<file path="config.mk">
export PLATFORM = sky130hd
export DESIGN_NAME = inst_mem_loader
export DESIGN_NICKNAME = d
export VERILOG_FILES = /design/src/rtl/inst_mem_loader_pkg.sv /design/src/rtl/inst_mem_loader_checksum.sv /design/src/rtl/inst_mem_loader.sv
export SDC_FILE = /design/constraint.sdc
export NUM_CORES = 1
export LEC_CHECK = 0
export CAP_MARGIN = 5
export CORE_ASPECT_RATIO = 1.25
export CORE_MARGIN = 3
export CORE_UTILIZATION = 49
export CTS_BUF_LIST = sky130_fd_sc_hd__clkbuf_2
export DETAILED_ROUTE_END_ITERATION = 10
export GPL_ROUTABILITY_DRIVEN = 0
export PLACE_DENSITY = 0.77
export SYNTH_ARGS = -nofsm -noshare
export SYNTH_HDL_FRONTEND = slang
export SYNTH_HIERARCHICAL = 1
export SYNTH_SLANG_ARGS = --single-unit
</file>
<file path="constraint.sdc">
create_clock -name clk -period 2.22 [get_ports clk]
set_input_delay 0.444 -clock clk [delete_from_list [all_inputs] [get_ports clk]]
set_output_delay 0.444 -clock clk [all_outputs]
set_load 0.02 [all_outputs]
</file>
<file path="src/rtl/inst_mem_loader_pkg.sv">
// loader_pkg: shared state encoding, default widths and checksum helper for inst_mem_loader
package loader_pkg;
  localparam int DEF_DATA_W = 16;
  localparam int DEF_ADDR_W = 20;
  typedef enum logic [2:0] {IDLE, HEADER, LOAD, CHECK, DONE, ERROR} loader_state_t;
  // Two's-complement negation; the checksum word must equal the negated running sum
  function automatic logic [63:0] twos_comp(input logic [63:0] v);
    return ~v + 64'd1;
  endfunction
endpackage

</file>
<file path="src/rtl/inst_mem_loader_checksum.sv">
// loader_checksum: running modular sum of data words and trailing-word match test
module loader_checksum
  import loader_pkg::*;
#(
  parameter int DATA_W = DEF_DATA_W
) (
  input  logic              clk,
  input  logic              rst_n,
  input  logic              clr,
  input  logic              acc_en,
  input  logic [DATA_W-1:0] data,
  output logic              match
);
  logic [DATA_W-1:0] sum_q, sum_d;
  // next running sum: cleared, accumulated or held
  always_comb begin
    sum_d = clr ? '0 : acc_en ? sum_q + data : sum_q;
    match = data == DATA_W'(twos_comp(64'(sum_q)));
  end
  // sum register
  always_ff @(posedge clk or negedge rst_n) begin
    if (!rst_n) sum_q <= '0;
    else        sum_q <= sum_d;
  end
endmodule

</file>
<file path="src/rtl/inst_mem_loader.sv">
// inst_mem_loader: streams a length-prefixed image into instruction memory; LOADER_CHECKSUM_EN adds a trailing checksum word
module inst_mem_loader
  import loader_pkg::*;
#(
  parameter int          DATA_W    = DEF_DATA_W,
  parameter int          ADDR_W    = DEF_ADDR_W,
  parameter int unsigned BASE_ADDR = 0
) (
  input  logic              clk,
  input  logic              rst_n,
  input  logic              start,
  input  logic              in_valid,
  input  logic [DATA_W-1:0] in_data,
  output logic              in_ready,
  output logic              mem_we,
  output logic [ADDR_W-1:0] mem_addr,
  output logic [DATA_W-1:0] mem_wdata,
  output logic              cpu_hold,
  output logic              done,
  output logic              error,
  output logic [ADDR_W-1:0] words_loaded
);
  localparam logic [63:0] CAP = (64'd1 << ADDR_W) - 64'(BASE_ADDR);
  loader_state_t     state_q, state_d;
  logic [DATA_W-1:0] rem_q, rem_d, wdata_q, wdata_d;
  logic [ADDR_W-1:0] addr_q, addr_d, words_q, words_d;
  logic              ready_q, ready_d, we_q, we_d, hold_q, hold_d, done_q, done_d, err_q, err_d;
  logic              acc;
  assign acc = in_valid && ready_q;
`ifdef LOADER_CHECKSUM_EN
  localparam loader_state_t END_ST = CHECK;
  logic cs_match;
  loader_checksum #(.DATA_W(DATA_W)) u_checksum (
    .clk    (clk),
    .rst_n  (rst_n),
    .clr    (state_q == HEADER),
    .acc_en (acc && state_q == LOAD),
    .data   (in_data),
    .match  (cs_match)
  );
`else
  localparam loader_state_t END_ST = DONE;
`endif
  // next state, memory write strobe and outputs derived from the next state
  always_comb begin
    state_d = state_q;
    rem_d   = rem_q;
    words_d = words_q;
    we_d    = 1'b0;
    addr_d  = addr_q;
    wdata_d = wdata_q;
    case (state_q)
      IDLE, DONE, ERROR: if (start) begin
        state_d = HEADER;
        words_d = '0;
      end
      HEADER: if (acc) begin
        rem_d   = in_data;
        state_d = in_data == '0 ? END_ST : 64'(in_data) > CAP ? ERROR : LOAD;
      end
      LOAD: if (acc) begin
        we_d    = 1'b1;
        addr_d  = ADDR_W'(BASE_ADDR) + words_q;
        wdata_d = in_data;
        words_d = words_q + ADDR_W'(1);
        rem_d   = rem_q - DATA_W'(1);
        state_d = rem_q == DATA_W'(1) ? END_ST : LOAD;
      end
`ifdef LOADER_CHECKSUM_EN
      CHECK: if (acc) state_d = cs_match ? DONE : ERROR;
`endif
      default: state_d = IDLE;
    endcase
    ready_d = state_d inside {HEADER, LOAD, CHECK};
    hold_d  = state_d != DONE;
    done_d  = state_d == DONE;
    err_d   = state_d == ERROR;
  end
  // FSM and registered outputs
  always_ff @(posedge clk or negedge rst_n) begin
    if (!rst_n) begin
      state_q <= IDLE;
      rem_q   <= '0;
      words_q <= '0;
      we_q    <= 1'b0;
      addr_q  <= '0;
      wdata_q <= '0;
      ready_q <= 1'b0;
      hold_q  <= 1'b1;
      done_q  <= 1'b0;
      err_q   <= 1'b0;
    end else begin
      state_q <= state_d;
      rem_q   <= rem_d;
      words_q <= words_d;
      we_q    <= we_d;
      addr_q  <= addr_d;
      wdata_q <= wdata_d;
      ready_q <= ready_d;
      hold_q  <= hold_d;
      done_q  <= done_d;
      err_q   <= err_d;
    end
  end
  assign in_ready     = ready_q;
  assign mem_we       = we_q;
  assign mem_addr     = addr_q;
  assign mem_wdata    = wdata_q;
  assign cpu_hold     = hold_q;
  assign done         = done_q;
  assign error        = err_q;
  assign words_loaded = words_q;
endmodule

</file>
* Word-level counts from Yosys, hierarchy flattened
Index checks and enable logic that the tools add are counted.
Storage, ports and cells: output and inout port bits 61, bits in registers 80
Operators by class: reduce and logical (&&, ||, !) cells 10, mux-type cells 14, equality and inequality tests 14, add/sub/neg operators 2
Operator list (number):
- $mux W20 | 2
- $pmux W20 S2 | 1
- $mux W16 | 2
- $pmux W16 S2 | 1
- $add A20 B1 Y20 const B | 1
- $eq A16 B1 Y1 const B | 1
- $logic_not A16 Y1 | 1
- $sub A16 B1 Y16 const B | 1
- $mux W3 | 5
- $eq A3 B3 Y1 const B | 4
- $eq A3 B2 Y1 const B | 3
- $pmux W3 S3 | 1
- $eq A3 B1 Y1 const B | 2
- $ne A2 B2 Y1 const B | 3
- $reduce_and A3 Y1 | 2
- $reduce_bool A2 Y1 | 2
- $logic_not A3 Y1 | 1
- $ne A3 B3 Y1 const B | 1
- $reduce_bool A3 Y1 | 1
- $reduce_or A3 Y1 | 1
- $mux W1 | 2
- $reduce_and A2 Y1 | 1
- $logic_and A1 B1 Y1 | 1

* Logic depth before layout (Yosys ltp)
depth in word-level cells 6, gate-level depth with buffers 7, depth with buffers taken out 6

* Worst setup path before layout
OpenSTA, ideal clock, no wires.
kind register to register, from reg words_q[5] (netlist: words_loaded[5]), to reg words_q[19] (netlist: words_loaded[19]), slack 528 ps, buffers on the path 0, stages on the path, launching flop included 5, setup time 78 ps, arrival time 1614 ps, clock period less this slack 1692 ps, required time 2142 ps, path through dfrtp_1 -> and4_4 -> nand4_4 -> or4_1 -> a21oi_1
Between the ends: cells in the longest elaborated chain, start to end 3
RTL lines:
- start: declaration | RTL line inst_mem_loader.sv:26 | logic [ADDR_W-1:0] addr_q, addr_d, words_q, words_d;
- start signal: assignment | RTL line inst_mem_loader.sv:95 | words_q <= words_d;
- $add A20 B1 Y20 | RTL line inst_mem_loader.sv:65 | words_d = words_q + ADDR_W'(1);
- $mux W20 | RTL line inst_mem_loader.sv:61 | LOAD: if (acc) begin
- $pmux W20 S2 | RTL line inst_mem_loader.sv:52 | case (state_q)
No other way between the ends. The select of a mux whose other input is x is not followed. A chain may end at the register's enable or synchronous reset.

* Final worst setup path
from reg words_q[6] (netlist: words_loaded[6]), to out words_loaded[6]
RTL lines:
- end: declaration | RTL line inst_mem_loader.sv:21 | output logic [ADDR_W-1:0] words_loaded
No word-level cell between the ends.

==> impl_metrics.yaml <==
critical_path:
  critPathTopFamily: "buffers and inverters"
  crit_slowest_cell: "clkdlybuf4s50_1"
  path_buf_inv: 1
  cp_slowest_stage_delay_ns: 0.66
  crit_chain: "clkdlybuf4s50_1"
  critPathKind: "reg2out"
  worstSetupStartpointType: "register"
  arrival_ns: 1.73
  end_kind: "primary output"
  crit_fanout: 7
  worstPathRequired_ns: 1.78
floorplanning:
  die-area_sq_mm: 0.00903
  io_pins: 81
  core_region_area_sq_mm: 0.00753
  initial_core_util_pct: 51.5
  fp.dieW_um: 85.6
  die_h_um: 105
  fp-row-count: 35
clock_tree:
  htreeDepth: 3
  cts_buffers: 9
  clock_path_buffers: 2
  cts_setup_buffers: 0
  numClockSinks: 80
  cts-root-buf: "clkbuf_2"
  tritoncts: "yes"
  clk_pin_slew_worst_paths_ns: 0.21
  clock_latency_ns: 0.52
yosys:
  yosysWarnings: 6
  synthArstFlopShare_pct: 100
  ys_seq_elements: 80
  synth_cell_type_count: 57
  synth_cells: 427
  netlist_area_sq_mm: 0.00388
  synth_nets: 450
  ys.flop_type: "dfrtp_1"
  yosysSeqAreaShare_pct: 51.6
  syn_avg_cell_area_sq_um: 9.09
  synth-edff-count: 0
global_route:
  grt_start_max_net_pins: 48
  grt_pass1_vias: 3522
  grt_antenna_before_repair: 0
  grt_pass1_wl_um: 17200
  grt_usage_pct: 23.6
  grt_overflow: 0
power_and_ir_drop:
  power_w: 0.00474
  p_leak_nw: 2.29
  powerDensity_mw_per_mm2: 927
  peakVddDrop_v: 0.000549
timing:
  drv_slew: 0
  hold_viol: 0
  fmax_ghz: 0.461
  worst_pin_slew_ns: 0.564
  rsz0062_at_grt: "no"
  setup_viol: 0
  holdWs_ns: 0.387
  period_needed_ns: 2.17
  fin_skew_ns: 0.0335
  slew_headroom_pct: 62.3
  fin_crit_sh_pct: 97.8
route:
  avgRoutedWirePerCell_um: 15.9
  firstDrtPassIters: 5
  drt_iter0_drc: 201
  antenna_left: 0
  routed_via_density: 5.77
  drc: 0
  wirelength_um: 10100
  num_vias: 3650
final_layout:
  layout_commonest_cell: "nand2_1"
  layout_common_cells: "nand2_1 (127), clkdlybuf4s50_1 (79), dfrtp_1 (75), buf_4 (38), o21ai_0 (24)"
  syn_to_final_growth_pct: 31.9
  diodes: 0
  nets: 560
  layout-drive-gt1-share_pct: 12.2
placement:
  io_buffer_count: 80
  dp_hpwl_um: 7300
outcome:
  status: "finished clean"
flow_run:
  cap_violations: 0
min_path:
  worstHoldPathType: "in2async"
Yosys cell counts, types with 4 or more instances:
cell type | number | share of area (%)
nand2_1 | 127 | 12
dfrtp_1 | 79 | 51
o21ai_0 | 24 | 3.1
a21oi_1 | 23 | 3.0
nor2_1 | 15 | 1.5
nand3_1 | 13 | 1.7
nand4_1 | 12 | 1.9
nor4_1 | 8 | 1.3
or4_1 | 8 | 1.5
clkbuf_1 | 7 | 0.68
buf_2 | 6 | 0.77
a31oi_1 | 5 | 0.81
inv_1 | 5 | 0.48
o31ai_1 | 5 | 0.97
or3_1 | 5 | 0.81
a22oi_1 | 4 | 0.77
and2_1 | 4 | 0.64
and4_1 | 4 | 0.90
buf_1 | 4 | 0.39
nand2b_1 | 4 | 0.64
o22ai_1 | 4 | 0.64
cell type report:
type / instances / area, sq um
Inverter: 6 / 22.5
Clock buffer: 10 / 50.0
Multi-Input combinational cell: 321 / 1770
Timing Repair Buffer: 119 / 1110
Sequential cell: 80 / 2010
Fill cell: 658 / 2420
Clock inverter: 5 / 48.8
Tap cell: 92 / 115
sequential cells by signal, summed over array words and instances, names as in the netlist:
register	flops
rem_q	16
words_loaded	20
mem_addr	20
state_q	3
in_ready	1
done	1
mem_we	1
error	1
cpu_hold	1
mem_wdata	16
power by group:
| group | total [W] | leakage, nW | switching, W | internal (W) |
|---|---|---|---|---|
| clock network | 0.000725 | 0.0605 | 0.000477 | 0.000248 |
| logic | 0.00190 | 1.18 | 0.00104 | 0.000866 |
| registers | 0.00211 | 1.04 | 0.000331 | 0.00178 |
| total | 0.00474 | 2.29 | 0.00185 | 0.00290 |
routing by layer:
metal | track usage, % | up-vias | wire (um)
li1 | - | 1743 | -
met1 | 31.2 | 1771 | 4360
met2 | 39.1 | 119 | 5070
met3 | 3.75 | 17 | 466
met4 | 8.48 | 0 | 189
met5 | 0 | - | 0
per-stage QoR:
step,TNS [ns],util [%],instances,setup slack (ns),instance area [sq um]
after floorplan,0,-,427,0.528,3880
after global placement,0,66.4,617,0.0143,5000
after detailed placement,-0.138,66.4,617,-0.0605,5000
after CTS,0,67.9,633,0.0283,5110
after global routing,0,67.9,633,0.00976,5120
final,0,67.9,633,0.0495,5120
path summary, 6_finish.rpt:
| kind | slack (ns) | cells after the start | startpoint | end |
|---|---|---|---|---|
| max in group asynchronous | 1.21 | 3 | rst_n | rem_q[2] |
| setup reg to reg | 0.32 | 5 | state_q[2] | words_loaded[17] |
| hold reg to reg | 0.50 | 2 | mem_addr[11] | mem_addr[11] |
| hold / removal | 0.39 | 2 | rst_n | words_loaded[8] |
| setup / recovery | 0.05 | 1 | words_loaded[6] | words_loaded[6] |
| min in group clk | 0.50 | 2 | mem_addr[11] | mem_addr[11] |
cell families after synthesis:
| logic type | count (synthesis) | share of synthesized area (%) |
|---|---|---|
| AND/OR/NAND/NOR | 220 | 27.9 |
| multiplexers | 2 | 0.516 |
| XOR/XNOR | 3 | 0.677 |
| flip-flops | 80 | 51.6 |
| buffers and inverters | 26 | 3.00 |
| adder cells (fa/ha/maj) | 3 | 0.968 |
| AO/OA/AOI/OAI | 93 | 15.3 |
what timing repair did:
| action | in CTS | in global routing |
|---|---|---|
| hold endpoints to repair | 32 | 0 |
| endpoints found under the setup margin | 0 | 4 |
| hold buffers | 1 | 0 |
| resized for setup | 0 | 4 |
Note: power is estimated with default switching activity, not from simulation.
